`config.mk`:
```
export PLATFORM = sky130hd
export DESIGN_NAME = uart_sample_tx
export DESIGN_NICKNAME = d
export VERILOG_FILES = /design/src/rtl/uart_sample_tx.sv
export SDC_FILE = /design/constraint.sdc
export NUM_CORES = 1
export LEC_CHECK = 0
export ABC_AREA = 1
export BUFFER_PORTS_ARGS = -buffer_cell sky130_fd_sc_hd__buf_2
export CAP_MARGIN = 0
export CELL_PAD_IN_SITES_DETAIL_PLACEMENT = 1
export CELL_PAD_IN_SITES_GLOBAL_PLACEMENT = 1
export CORE_MARGIN = 10
export CORE_UTILIZATION = 43
export CTS_CLUSTER_DIAMETER = 60
export DETAILED_ROUTE_END_ITERATION = 8
export HOLD_SLACK_MARGIN = 0.02
export PLACE_DENSITY_LB_ADDON = 0.05
export REMOVE_ABC_BUFFERS = 1
export SETUP_SLACK_MARGIN = 0.2
export SLEW_MARGIN = 20
export SYNTH_ARGS = -nofsm -noshare
export SYNTH_HDL_FRONTEND = slang
export SYNTH_SLANG_ARGS = --single-unit
```
`constraint.sdc`:
```
create_clock -name CLK -period 2 [get_ports CLK]
set_input_delay 0.4 -clock CLK [delete_from_list [all_inputs] [get_ports CLK]]
set_output_delay 0.4 -clock CLK [all_outputs]
set_load 0.005 [all_outputs]
```
`src/rtl/uart_sample_tx.sv`:
```
// rtl/uart_sample_tx.sv - packetised UART transmitter: header byte then N multi-byte samples
// Optional feature macro: UART_SAMPLE_TX_PARITY_EN (even parity bit after data bit 7 of every byte)

module uart_sample_tx #(
   parameter int         BIT_WIDTH = 24,
   parameter int         N         = 8,
   parameter int         CLK_FREQ  = 50000000,
   parameter int         BAUD      = 115200,
   parameter logic [7:0] HEADER    = 8'hA5
) (
   input  logic                 CLK,
   input  logic                 RST_N,
   input  logic                 start,
   input  logic [BIT_WIDTH-1:0] s_data,
   input  logic                 s_valid,
   output logic                 s_ready,
   output logic                 tx_o,
   output logic                 busy,
   output logic                 done
);

   localparam int CLKS_PER_BIT = CLK_FREQ / BAUD;
   localparam int BYTES        = (BIT_WIDTH + 7) / 8;
   localparam int SW           = BYTES * 8;
   localparam int BW           = (CLKS_PER_BIT > 1) ? $clog2(CLKS_PER_BIT) : 1;
   localparam int CW           = $clog2(N + 1);
   localparam int YW           = (BYTES > 1) ? $clog2(BYTES) : 1;
`ifdef UART_SAMPLE_TX_PARITY_EN
   localparam int FB           = 11;
`else
   localparam int FB           = 10;
`endif

   if (CLKS_PER_BIT < 2) begin : g_bad_baud
      $error("uart_sample_tx: CLK_FREQ/BAUD must be at least 2");
   end

   typedef enum logic [2:0] {IDLE, HDR, LOAD, SEND, DONE} state_e;

   state_e          state_q, state_d;
   logic            tx_q, tx_d;
   logic [BW-1:0]   baud_q, baud_d;
   logic [3:0]      bit_q, bit_d;
   logic [YW-1:0]   byte_q, byte_d;
   logic [CW-1:0]   cnt_q, cnt_d;
   logic [FB-1:0]   frame_q, frame_d;
   logic [SW-1:0]   samp_q, samp_d;

   logic            bit_end, pre_end, last_bit, last_byte;
   logic [CW-1:0]   cnt_inc;
   logic [SW-1:0]   samp_in;

   // Line image of one byte, bit 0 (start) goes out first
   function automatic logic [FB-1:0] make_frame(input logic [7:0] b);
`ifdef UART_SAMPLE_TX_PARITY_EN
      return {1'b1, ^b, b, 1'b0};
`else
      return {1'b1, b, 1'b0};
`endif
   endfunction

   // Next-state logic; the last stop-bit cycle before a sample fetch is spent in LOAD so bytes stay back-to-back
   always_comb begin
      state_d   = state_q;
      tx_d      = tx_q;
      baud_d    = baud_q;
      bit_d     = bit_q;
      byte_d    = byte_q;
      cnt_d     = cnt_q;
      frame_d   = frame_q;
      samp_d    = samp_q;
      samp_in   = SW'(s_data);
      bit_end   = (baud_q == BW'(CLKS_PER_BIT - 1));
      pre_end   = (baud_q == BW'(CLKS_PER_BIT - 2));
      last_bit  = (bit_q == 4'(FB - 1));
      last_byte = (byte_q == YW'(BYTES - 1));
      cnt_inc   = cnt_q + 1'b1;

      if (state_q == HDR || state_q == SEND) begin
         baud_d = baud_q + 1'b1;
         if (bit_end && !last_bit) begin
            baud_d = '0;
            bit_d  = bit_q + 4'd1;
            tx_d   = frame_q[bit_q + 4'd1];
         end
      end

      case (state_q)
         IDLE: begin
            tx_d = 1'b1;
            if (start) begin
               state_d = HDR;
               frame_d = make_frame(HEADER);
               tx_d    = 1'b0;
               baud_d  = '0;
               bit_d   = '0;
               cnt_d   = '0;
            end
         end
         HDR: begin
            if (last_bit && pre_end) begin
               state_d = LOAD;
               baud_d  = '0;
               bit_d   = '0;
            end
         end
         LOAD: begin
            if (s_valid) begin
               state_d = SEND;
               frame_d = make_frame(samp_in[7:0]);
               samp_d  = samp_in >> 8;
               tx_d    = 1'b0;
               byte_d  = '0;
               baud_d  = '0;
               bit_d   = '0;
            end
         end
         SEND: begin
            if (last_bit) begin
               if (!last_byte) begin
                  if (bit_end) begin
                     frame_d = make_frame(samp_q[7:0]);
                     samp_d  = samp_q >> 8;
                     tx_d    = 1'b0;
                     byte_d  = byte_q + 1'b1;
                     baud_d  = '0;
                     bit_d   = '0;
                  end
               end else if (cnt_inc != CW'(N)) begin
                  if (pre_end) begin
                     state_d = LOAD;
                     cnt_d   = cnt_inc;
                     baud_d  = '0;
                     bit_d   = '0;
                  end
               end else if (bit_end) begin
                  state_d = DONE;
                  cnt_d   = cnt_inc;
                  baud_d  = '0;
                  bit_d   = '0;
               end
            end
         end
         DONE: begin
            state_d = IDLE;
            tx_d    = 1'b1;
            cnt_d   = '0;
            byte_d  = '0;
            baud_d  = '0;
            bit_d   = '0;
         end
         default: state_d = IDLE;
      endcase
   end

   // State and datapath registers; reset drops any partial byte
   always_ff @(posedge CLK or negedge RST_N) begin
      if (!RST_N) begin
         state_q <= IDLE;
         tx_q    <= 1'b1;
         baud_q  <= '0;
         bit_q   <= '0;
         byte_q  <= '0;
         cnt_q   <= '0;
         frame_q <= '1;
         samp_q  <= '0;
      end else begin
         state_q <= state_d;
         tx_q    <= tx_d;
         baud_q  <= baud_d;
         bit_q   <= bit_d;
         byte_q  <= byte_d;
         cnt_q   <= cnt_d;
         frame_q <= frame_d;
         samp_q  <= samp_d;
      end
   end

   assign tx_o    = tx_q;
   assign s_ready = (state_q == LOAD);
   assign busy    = (state_q == HDR) || (state_q == LOAD) || (state_q == SEND);
   assign done    = (state_q == DONE);

endmodule
```
==> results of run 1 <==
## where the power goes
part | internal, mW | leakage, nW | switching [mW]
Combinational | 1.12 | 1.11 | 1.70
Clock | 0.242 | 0.0378 | 0.364
Sequential | 1.35 | 0.598 | 0.231
## layout by cell type, fill, tap and decap left out, types with 3 or more instances in the layout
cell,n
nand2_1,100
buf_4,21
a21oi_1,4
nor2_2,12
nand4_1,11
inv_1,27
xor2_1,8
nand3_2,3
nand2_2,6
nor2_1,23
a22o_1,4
dfrtp_1,33
ha_1,6
mux2i_1,8
nand2_4,6
o21ai_1,19
inv_2,13
clkbuf_8,5
dfrtp_2,5
buf_2,31
buf_12,3
nand3_1,23
nor2_4,5
dfstp_2,10
o21ai_2,5
nand3_4,4
o21ai_0,10
## routing by layer
layer	GRT usage [%]	share of wire, %
met1	18.7	43
met2	26.6	52
met3	3.37	2.9
met4	4.45	1.2
met5	0	0
## worst reg2reg max path, delay by kind of cell (launching register included)
| kind | cells | cell delay [ns] |
|---|---|---|
| AO/OA/AOI/OAI | 1 | 0.06 |
| AND/OR/NAND/NOR | 7 | 0.67 |
| buffers and inverters | 3 | 0.39 |
| flip-flops | 1 | 0.42 |
| adder cells (fa/ha/maj) | 1 | 0.13 |
## cell type report
cell class / instances / area (um2)
Clock buffer: 5 / 68.8
Clock inverter: 3 / 18.8
Fill cell: 821 / 2850
Inverter: 41 / 154
Multi-Input combinational cell: 268 / 1590
Sequential cell: 48 / 1220
Tap cell: 77 / 96.3
Timing Repair Buffer: 58 / 434
## repair_timing
item	in CTS	in global routing
gates resized for setup	4	36
pin swaps	1	10
endpoints found under the setup margin	27	48
buffers inserted	1	14
gates cloned	0	3
hold buffers	0	0
## final timing paths
kind / startpoint / end / slack, ns / depth (start not counted)
max: baud_q[0] / samp_q[13] / 0.24 / 12
max reg2reg: baud_q[0] / samp_q[13] / 0.24 / 12
min: RST_N / baud_q[4] / 0.05 / 1
max in group asynchronous: RST_N / frame_q[8] / 1.34 / 2
min in group CLK: s_data[16] / samp_q[8] / 0.32 / 3
min reg2reg: frame_q[5] / frame_q[5] / 0.47 / 2
## kinds of logic after synthesis
logic type | after synthesis | share of synthesized area [%]
AOI/OAI and AO/OA | 47 | 10.0
xor gates and xnor gates | 8 | 2.42
adders and majority gates | 7 | 3.03
buffers and inverters | 50 | 7.45
DFF | 48 | 42.0
muxes | 8 | 2.77
and+or+nand+nor | 197 | 32.3
## state kept, by name (all words and copies together) (netlist names)
register,flops
samp_q,16
baud_q,9
frame_q,9
bit_q,4
cnt_q,4
state_q,3
byte_q,2
tx_o,1
## per-stage QoR
| step | hold slack, ns | instance area, um2 | utilization [%] | setup slack [ns] |
|---|---|---|---|---|
| detailed placement | 0.411 | 3170 | 49.3 | 0.0957 |
| finish | 0.0486 | 3580 | 55.7 | 0.244 |
| global route | 0.0733 | 3580 | 55.7 | 0.157 |
| CTS | 0.0689 | 3280 | 51.1 | 0.189 |
| floorplan | 0.104 | 2830 | - | 0.0376 |
| global placement | 0.395 | 3170 | 49.3 | 0.197 |
==> flow_metrics.tcl, run 1 <==
set metrics [dict create \
    wl_per_cell_um 17.2 \
    drive_gt1_share_pct 33.3 \
    synth_warnings 0 \
    cp.buffers_inverters 3 \
    grt_usage_pct 15.4 \
    drv_cap 0 \
    cts_made_buffers 5 \
    cp-start-kind "flop" \
    cts_buffer_depth 2 \
    ant_nets 0 \
    p_per_area_mw_per_mm2 1400 \
    clk_pin_slew_ns 0.10 \
    crit_top_cell "nand2_4" \
    maxSlewHeadroom_pct 65.2 \
    rows 29 \
    grt_pass1_vias 2693 \
    syn_area_mm2 0.00289 \
    critPathTopFamily "simple AND/OR/NAND/NOR gates" \
    slowest_stage "dfrtp_2" \
    synth_seq_cells 48 \
    cp.arrival_ns 1.96 \
    synth_area_leaders "dfrtp_1, nand2_1, dfstp_2, nand3_1, inv_1" \
    dr.pass1.iters 4 \
    synth_edf_count 0 \
    antenna_cells 0 \
    yosys.area.top_type_share_pct 32.9 \
    cts_root_buffer "clkbuf_8" \
    io_buffers 31 \
    grt_pass1_wl_um 12900 \
    rsz0062_at_grt "false" \
    worstPathRequired_ns 2.21 \
    hold_class "primary input to asynchronous set/reset pin" \
    htreeDepth 2 \
    drv_slew 0 \
    hold_viol_final 0 \
    gp_congestion 0.815 \
    antenna_found_initial 0 \
    yosys.area.top_type "dfrtp_1" \
    drcViolationCount 0 \
    core-area_mm2 0.00642 \
    period_minus_slack_ns 1.76 \
    vias_per_cell 5.32 \
    leakage_nw 1.75 \
    dieArea_mm2 0.0104 \
    io_pins 32 \
    ir_drop_mv 0.567 \
    dp.cells 474 \
    synthArstFlopShare_pct 100 \
    crit_path_cell_trace "buf_12 > ha_4 > nand2_2 > inv_2 > nand2_4 > nor2_4 > nand3_2 > nand2_4 > nand3_4 > clkbuf_16 > nand2_1 > o21ai_1" \
    outcome "finished, final reports clean" \
    synth.most_common_cell "nand2_1" \
    p_total_mw 5.01 \
    period_share_pct 87.8 \
    grt-ovfl-total 0 \
    critPathMaxStageDelay_ns 0.42 \
    grt_max_degree 33 \
    nNetsFinal 457 \
    skew_ns 0.00879 \
    drt_iter0_drc 100 \
    endpoint_kind "flop" \
    final_cells 500 \
    tightest_slew_ns 0.523 \
    synth_cell_type_count 32 \
    cp_max_fo 16 \
    initial_core_util_pct 45.0 \
    dp_hpwl_um 5890 \
    clock_sinks 48 \
    max_freq_mhz 569 \
    syn_inst 365 \
    syn_to_final_growth_pct 23.8 \
    ys_seq_area_share_pct 42.0 \
    syn_avg_cell_area_um2 7.92 \
    routed_wl_um 8590 \
    dieHeight_um 102 \
    timing_worst_setup_path_type "flop to flop" \
    cts_tree "done" \
    yosys_most_used_dff "dfrtp_1" \
    setup_viol 0 \
    dieWidth_um 102 \
    synthTopCellsByCount "nand2_1, dfrtp_1, inv_1" \
    dr_total_vias 2659 \
    setup_tns_ns 0 \
    insertion_delay_ns 0.31 \
]
No activity file was read; power rests on OpenSTA's default activity.
==> run 2: changes to the inputs <==
- CELL_PAD_IN_SITES_DETAIL_PLACEMENT: 1 -> 0
==> flow_metrics.tcl, run 2 (synthesized netlist as in run 1, its figures left out) <==
set metrics [dict create \
    outcome "finished, final reports clean" \
    tightest_slew_ns 0.504 \
    ctsHoldBuffers 0 \
    wl_met2_um 3090 \
    critPathMaxStageDelay_ns 0.41 \
    reg_top3 "samp_q (16), baud_q (9), frame_q (9)" \
    top_layer_used "met4" \
    insertion_delay_ns 0.30 \
    slowest_stage "dfrtp_1" \
    grt-ovfl-total 0 \
    cp.arrival_ns 1.96 \
    maxSlewHeadroom_pct 66.4 \
    setup_viol 0 \
    skew_ns 0.00678 \
    wl_met1_um 3270 \
    initial_core_util_pct 45.0 \
    io_pins 32 \
    place_area_mm2 0.00317 \
    drt_iter0_drc 96 \
    period_minus_slack_ns 1.76 \
    largest_register "samp_q" \
    vias_per_cell 5.01 \
    drv_slew 0 \
    gp_congestion 0.815 \
    grt_pass1_wl_um 11100 \
    cts_buffer_depth 2 \
    antenna_found_initial 0 \
    worstPathRequired_ns 2.20 \
    timing_worst_setup_path_type "flop to flop" \
    drive_gt1_share_pct 34.4 \
    leakage_nw 1.73 \
    dr.pass1.iters 4 \
    ant_nets 0 \
    dieHeight_um 102 \
    setup_tns_ns 0 \
    grt_pass1_vias 2336 \
    ir_drop_mv 0.614 \
    cp.buffers_inverters 3 \
    met3WireLength_um 282 \
    cp_max_fo 8 \
    period_share_pct 88.1 \
    stdcell_area_mm2 0.00354 \
    dp_hpwl_um 4940 \
    core-area_mm2 0.00642 \
    drv_cap 0 \
    clock_sinks 48 \
    wl_per_cell_um 13.7 \
    final_common_cell "nand2_1" \
    grt_usage_pct 13.2 \
    crit_path_cell_trace "inv_2 > ha_4 > nand2_2 > inv_2 > nand2_2 > nor2_4 > nand3_4 > nand2_4 > nand3_4 > clkbuf_16 > nand2_1 > o21ai_1" \
    routed_wl_um 6770 \
    nNetsFinal 450 \
    pre_cts_ws_ns 0.164 \
    max_freq_mhz 568 \
    dr_total_vias 2472 \
    rsz0062_at_grt "true" \
    htreeDepth 2 \
    cts_made_buffers 5 \
    cp-start-kind "flop" \
    clk_pin_slew_ns 0.09 \
    p_per_area_mw_per_mm2 1370 \
    largest_reg_flops 16 \
    dieArea_mm2 0.0104 \
    cts_root_buffer "clkbuf_8" \
    cts_tree "done" \
    setup_slack_ns 0.239 \
    fillers 597 \
    hold_class "primary input to asynchronous set/reset pin" \
    io_buffers 31 \
    critPathTopFamily "simple AND/OR/NAND/NOR gates" \
    endpoint_kind "flop" \
    dieWidth_um 102 \
    antenna_cells 0 \
    drcViolationCount 0 \
    syn_to_final_growth_pct 22.3 \
    layout_common_cells "nand2_1, dfrtp_1, buf_2" \
    rows 29 \
    hold_viol_final 0 \
    grt_max_degree 33 \
]
==> run 2: worst register-to-register path: cells and delay by family, from the launching register on <==
| kind | cells | cell delay [ns] |
|---|---|---|
| simple gates | 7 | 0.73 |
| compound gates | 1 | 0.05 |
| flops | 1 | 0.41 |
| buf+inv | 3 | 0.36 |
| fa+ha+maj | 1 | 0.13 |
==> run 2: what timing repair did <==
item / 4_1_cts / 5_1_grt
endpoints found under the hold margin: 0 / 0
pin swaps: 1 / 6
setup endpoints to repair: 16 / 49
gates cloned: 0 / 3
resized for setup: 1 / 44
setup buffers: 0 / 8
==> run 2: cell type report <==
cell class,count,area [um2],area share (%)
inverters,41,154,4.35
well taps,77,96.3,2.72
multi-input cells,267,1600,45.3
clock buffers,8,90.1,2.55
flip-flops and latches,48,1220,34.5
repair buffers,52,377,10.7
==> run 2: stage by stage <==
step	total power, mW	std cells	util, %	hold WS [ns]
CTS	4.36	482	50.8	0.0666
detailed placement	3.73	474	49.3	0.402
finish	4.86	493	55.1	0.0483
global placement	3.72	474	49.3	0.395
global route	5.27	493	55.1	0.0901
floorplan	3.13	356	-	0.104
==> run 2: routing by layer <==
metal | up-vias | global-route usage, %
met1 | 1137 | 17.6
met2 | 42 | 20.0
met5 | - | 0
li1 | 1283 | -
met4 | 0 | 5.21
met3 | 10 | 3.31
==> run 2: worst paths after layout <==
check                           start         end  slack (ns)  cells past startpoint
hold reg to reg            frame_q[5]  frame_q[5]        0.46                      2
setup reg to reg            baud_q[1]  samp_q[15]        0.24                     12
max in group asynchronous       RST_N  frame_q[2]        1.35                      2
min in group CLK           s_data[16]   samp_q[8]        0.33                      3
hold / removal                  RST_N   baud_q[4]        0.05                      1
setup / recovery            baud_q[1]  samp_q[15]        0.24                     12
==> run 2: power by group <==
| group | leakage [nW] | internal, mW | switching (mW) | total, mW |
|---|---|---|---|---|
| sequential | 0.599 | 1.35 | 0.241 | 1.59 |
| combinational | 1.09 | 1.08 | 1.57 | 2.66 |
| clock | 0.0455 | 0.283 | 0.329 | 0.611 |
